[config.mk]
export PLATFORM = sky130hd
export DESIGN_NAME = bcd_scan4
export DESIGN_NICKNAME = d
export VERILOG_FILES = /design/src/rtl/bcd_scan4.sv
export SDC_FILE = /design/constraint.sdc
export NUM_CORES = 1
export LEC_CHECK = 0
export BUFFER_PORTS_ARGS = -buffer_cell sky130_fd_sc_hd__buf_4
export CORE_MARGIN = 1
export CORE_UTILIZATION = 50
export DETAILED_ROUTE_END_ITERATION = 6
export HOLD_SLACK_MARGIN = 0.15
export PLACE_DENSITY = 0.67
export SETUP_SLACK_MARGIN = 0.4
export SLEW_MARGIN = 10
export SYNTH_ARGS = -nofsm -noshare
export SYNTH_HDL_FRONTEND = slang
export SYNTH_SLANG_ARGS = --single-unit
[constraint.sdc]
create_clock -name clk -period 3.2 [get_ports clk]
set_clock_uncertainty 0.05 [all_clocks]
set_input_delay 0.16 -clock clk [delete_from_list [all_inputs] [get_ports clk]]
set_output_delay 0.16 -clock clk [all_outputs]
set_load 0.03 [all_outputs]
[src/rtl/bcd_scan4.sv]
// Four-digit multiplexed BCD display scanner feeding a shared seven-segment decoder.
// Double-buffers value updates to the frame boundary and blanks leading zeros / non-BCD nibbles.
module bcd_scan4 #(
    parameter int DIV = 4
) (
    input  logic        clk,
    input  logic        reset,
    input  logic        load,
    input  logic [15:0] din,
    output logic [3:0]  digit,
    output logic [3:0]  sel,
    output logic        blank,
    output logic        pending,
    output logic        frame_done
);

    logic [15:0] cnt_q, cnt_d;
    logic [1:0]  idx_q, idx_d;
    logic [15:0] act_q, act_d;
    logic [15:0] pend_q, pend_d;
    logic        pend_v_q, pend_v_d;
    logic        frame_done_q, frame_done_d;

    logic        tick, wrap;
    logic [3:0]  n;
    logic        lead_zero, invalid;

    assign tick = (cnt_q == 16'(DIV - 1));
    assign wrap = tick && (idx_q == 2'd3);

    always_comb begin
        cnt_d        = tick ? 16'd0 : cnt_q + 16'd1;
        idx_d        = tick ? idx_q + 2'd1 : idx_q;
        act_d        = act_q;
        pend_d       = pend_q;
        pend_v_d     = pend_v_q;
        frame_done_d = wrap;
        if (wrap) begin
            // A load landing on the boundary bypasses the buffer; any older pending value is dropped.
            if (load) begin
                act_d    = din;
                pend_v_d = 1'b0;
            end else if (pend_v_q) begin
                act_d    = pend_q;
                pend_v_d = 1'b0;
            end
        end else if (load) begin
            pend_d   = din;
            pend_v_d = 1'b1;
        end
    end

    always_ff @(posedge clk) begin
        if (reset) begin
            cnt_q        <= '0;
            idx_q        <= '0;
            act_q        <= '0;
            pend_q       <= '0;
            pend_v_q     <= 1'b0;
            frame_done_q <= 1'b0;
        end else begin
            cnt_q        <= cnt_d;
            idx_q        <= idx_d;
            act_q        <= act_d;
            pend_q       <= pend_d;
            pend_v_q     <= pend_v_d;
            frame_done_q <= frame_done_d;
        end
    end

    // Output decode uses only registered state, so load/din never reach the decoder combinationally.
    assign n       = act_q[{idx_q, 2'b00} +: 4];
    assign invalid = (n > 4'd9);

    always_comb begin
        lead_zero = 1'b0;
        case (idx_q)
            2'd1:    lead_zero = (act_q[15:4] == 12'd0);
            2'd2:    lead_zero = (act_q[15:8] == 8'd0);
            2'd3:    lead_zero = (act_q[15:12] == 4'd0);
            default: lead_zero = 1'b0;
        endcase
    end

    assign blank      = invalid || lead_zero;
    assign digit      = blank ? 4'd0 : n;
    assign sel        = blank ? 4'b0000 : (4'b0001 << idx_q);
    assign pending    = pend_v_q;
    assign frame_done = frame_done_q;

endmodule

# After elaboration in Yosys (flattened, before gate mapping)
# Index checks and enable logic that the tools add are counted.
[classes]
order_cmp = 1
addsub = 2
n_bitwise = 1
multipliers = 0
n_eq_ne = 4
mux = 5
reduce_logical = 10
shift = 2
div = 0
[op_table]
columns = ["op", "n"]
rows = [
  ["$mux W16", 2],
  ["$add A16 B1 Y16 const B", 1],
  ["$eq A16 B2 Y1 const B", 1],
  ["$shiftx A16 B5 Y4", 1],
  ["$logic_not A12 Y1", 1],
  ["$logic_not A8 Y1", 1],
  ["$mux W4", 2],
  ["$eq A2 B2 Y1 const B", 2],
  ["$gt A4 B4 Y1 const B", 1],
  ["$logic_not A4 Y1", 1],
  ["$reduce_and A2 Y1", 2],
  ["$reduce_or A2 Y1", 2],
  ["$shl A1 B2 Y4 const A", 1],
  ["$pmux W1 S3", 1],
  ["$add A2 B1 Y2 const B", 1],
  ["$eq A2 B1 Y1 const B", 1],
  ["$reduce_bool A2 Y1", 1],
  ["$logic_and A1 B1 Y1", 1],
  ["$logic_or A1 B1 Y1", 1],
  ["$not A1 Y1", 1],
]
[word_totals]
mem_bits_rw = 0
romBits = 0
out_inout_bits = 11
regBits = 52
wordCells = 31
latch_bits = 0
input_bits = 19
n_memories = 0

# Longest topological paths before layout
[depth]
depth_word = 4
ltp_mapped = 7
mapped_depth_nobuf = 6

# Worst setup path before layout
# Ideal clock, no wire load.
[synth_path]
path_kind = "reg2out"
startpoint = "register idx_q[0]"
endpoint = "output digit[0]"
t_required_ps = 2990
arrival_time_ps = 2607
n_path_buf = 1
slack_ps = 383
stages_incl_launch_ff = 8
cell_sequence = "dfxtp_1 -> clkbuf_1 -> inv_1 -> ha_1 -> nor4_1 -> o211ai_1 -> o21ai_0 -> nor2_1"
[synth_between]
elab_chain_cells = 4
elab_cells_between_ends = 8
cone_classes = "order compare (1); eq/ne (3); shift (1); mux (2); reduce/logical (1)"
[synth_lines]
columns = ["item", "line", "source"]
rows = [
  ["from (decl)", "18", "logic [1:0] idx_q, idx_d;"],
  ["from (signal assigned)", "63", "idx_q <= idx_d;"],
  ["$shiftx A16 B5 Y4, or another cell as far along", "72", "assign n = act_q[{idx_q, 2'b00} +: 4];"],
  ["$gt A4 B4 Y1 or $pmux W1 S3 (tied branches)", "73, 77", ""],
  ["$logic_or A1 B1 Y1 *", "85", "assign blank = invalid || lead_zero;"],
  ["via blank", "12", "output logic blank,"],
  ["$mux W4 *", "86", "assign digit = blank ? 4'd0 : n;"],
  ["to (decl)", "10", "output logic [3:0] digit,"],
]
# Mark *: on every way through the listed nets, which the timed path passes. The rest lies on a longest branch.

# Worst setup path after layout
[layout_path]
startpoint = "register idx_q[1]"
endpoint = "register act_q[3]"
[layout_between]
elab_chain_cells = 3
[layout_lines]
columns = ["item", "line", "source"]
rows = [
  ["$eq A2 B2 Y1", "29", "assign wrap = tick && (idx_q == 2'd3);"],
  ["$logic_and A1 B1 Y1", "29", ""],
  ["$reduce_and A2 Y1 (no source line)", "--", ""],
  ["to (signal assigned)", "64", "act_q <= act_d;"],
  ["to (decl)", "19", "logic [15:0] act_q, act_d;"],
]
# Every way passes these cells.
# A chain may end at the register's enable or synchronous reset.

==> results.ini <==
[run_status]
status=finished, final reports clean

[pwr]
irDropWorstVdd_v=0.000208
p_leak_nw=1.15
p_per_area_nw_per_um2=406

[worst_setup_path]
cpMaxStageDelayCell=or4b_2
crit_chain=ha_1, or4b_2, nor4_4, o21ai_2, a221oi_1
path_max_fanout=16
crit_type=flip-flop to flip-flop
cpLargestDelayFamily=simple AND/OR/NAND/NOR gates
crit_start=idx_q[1]$_SDFFE_PP0N_
r2r-start=idx_q[1]$_SDFFE_PP0N_
cpPeakStageDelay_ps=640
startpoint_type=flip-flop
required_ps=3370
critPathBufInv=0
cp.arrival_ps=2720
end_kind=flip-flop

[cts]
cts_inserted_buffers=5
clock_sinks=52
path_clk_slew_ps=100
cts_buffer_depth=2
cts_tree=built
root_buffer=clkbuf_8
h-tree-depth=2
post_cts_buffers=0
worstSkewPairLatency_ps=300

[drt]
dr.pass1.iters=5
dr_total_vias=2081
route.detailed.drc=0
via_per_inst=5.31
wl_per_cell_um=14.3
totalWireLength_um=5600
drtAntennaViolNets=0
drtIter0Drc=71

[timing]
rsz0062_at_grt=no
fmax_mhz=392
setup_viol=0
fin_crit_sh_pct=79.8
timing_hold_violations_final=0
worst_pin_slew_ps=1170
maxSlewHeadroom_pct=21.6
layout_min_cycle_time_ps=2550
tns_ps=0
final_max_slew_viol_count=0

[place]
port-buffer-count=29
dpl.hpwl_um=3760
routabilityCongestion=0.779

[final_layout]
final_common_cell=dfxtp_1
area_growth_pct=19.8
final_cell_mix=dfxtp_1, nand2b_1, buf_4, nor2_1, inv_1
fin_util_pct=62.2
nNetsFinal=346
antenna_cells=0
drive_above_1_share_pct=18.9

[synthesis]
netlist-cell-type-count=42
syn_inst=281
async_reset_ff_share_pct=0
postSynthNetCount=306
ys_warn_count=0
synth_ff_type=dfxtp_1
synth-edff-count=0
syn_area_sq_um=2650
ys_seq_area_share_pct=39.3
ys_ff_latch=52
avgSynthCellArea_sq_um=9.43

[flow_run]
max_cap_viol_count=0

[floorplanning]
core_sq_um=5110
die_w_um=74.8
die_area_sq_um=5600
start_util_pct=51.9
die_y_um=74.8
rows=26
ios=30

[global_routing]
grt_pass1_vias=1831
grt_usage_pct=21.2
grt_max_degree=54
grt_overflow=0
antenna_found_initial=0
grt_pass1_wl_um=8890

[hold_path]
hold_start=reset
hold_path.class=primary input to flip-flop

## kinds of logic after synthesis
family | Yosys count | share of synthesized area [%]
simple gates | 109 | 24.6
flops | 52 | 39.3
compound gates | 41 | 12.8
buf+inv | 39 | 6.37
mux | 21 | 9.82
xor+xnor | 13 | 4.30
fa+ha+maj | 6 | 2.83
## stage by stage
stage	power, mW	instances	hold slack [ps]	instance area [sq um]	setup WS (ps)
floorplan	0.790	281	265	2650	696
global placement	0.834	367	390	2890	672
detailed placement	0.835	367	401	2890	582
CTS	1.29	392	249	3170	545
global route	1.34	392	273	3170	490
finish	1.29	392	251	3170	647
## worst register-to-register path: stages, from the launching register on
cell and delay (ps):
dfxtp_1 500, ha_1 290, or4b_2 640, nor4_4 270, o21ai_2 340, a221oi_1 390
## flip-flops by register name, indices dropped and copies added, names as in the netlist
| name | cells |
|---|---|
| act_q | 16 |
| cnt_q | 16 |
| frame_done | 1 |
| idx_q | 2 |
| pend_q | 16 |
| pending | 1 |
## layout make-up
type | count | area [sq um]
sequential | 52 | 1040
timing repair buffer | 48 | 403
fill | 447 | 1930
tap | 70 | 87.6
inverter | 24 | 90.1
clock inverter | 3 | 42.5
clock buffer | 5 | 68.8
multi-input combinational | 190 | 1440
## layer usage
metal	global-route usage, %	part of all wire (%)	vias to the layer above
li1	-	-	1064
met1	27.2	48	975
met2	35.7	48	34
met3	4.82	2.8	8
met4	6.08	1.1	0
met5	0	0	-
## synth_stat cells (2+ instances only)
library cell   n  area, sq um
dfxtp_1       52         1040
nand2b_1      32          200
nor2_1        24         90.1
inv_1         23         86.3
mux2i_1       17          170
o21ai_0       13         65.1
xnor2_1       10         87.6
a221oi_2       9          135
nand3b_1       9         67.6
clkbuf_1       8         30.0
nand2_1        8         30.0
a221oi_1       7         61.3
o22ai_1        7         43.8
ha_1           6         75.1
nor3_1         6         30.0
nand3_1        5         25.0
mux4_2         4         90.1
nor4_1         4         25.0
nand4_1        3         18.8
or3_1          3         18.8
xor2_1         3         26.3
a21oi_1        2         10.0
and3_1         2         12.5
buf_6          2         22.5
clkbuf_2       2         10.0
nor3b_1        2         15.0
nor4_4         2         42.5
or4_1          2         15.0
## final timing paths
path,cells after the start,end,slack [ps]
hold / removal,2,idx_q[1]$_SDFFE_PP0N_,250
setup / recovery,5,act_q[3]$_SDFFE_PP0P_,650
setup reg to reg,5,act_q[3]$_SDFFE_PP0P_,650
hold reg to reg,2,pend_q[0]$_SDFFE_PP0P_,420
## where the power goes
part | switching [mW] | internal (mW) | total (mW)
combinational | 0.0754 | 0.0773 | 0.153
clock | 0.222 | 0.232 | 0.453
sequential | 0.0177 | 0.666 | 0.684
## repair_timing
item,CTS,global route
hold endpoints to repair,17,0
resized for setup,0,1
endpoints found under the setup margin,0,1
hold buffers,17,0
(Power assumes the default switching activity.)
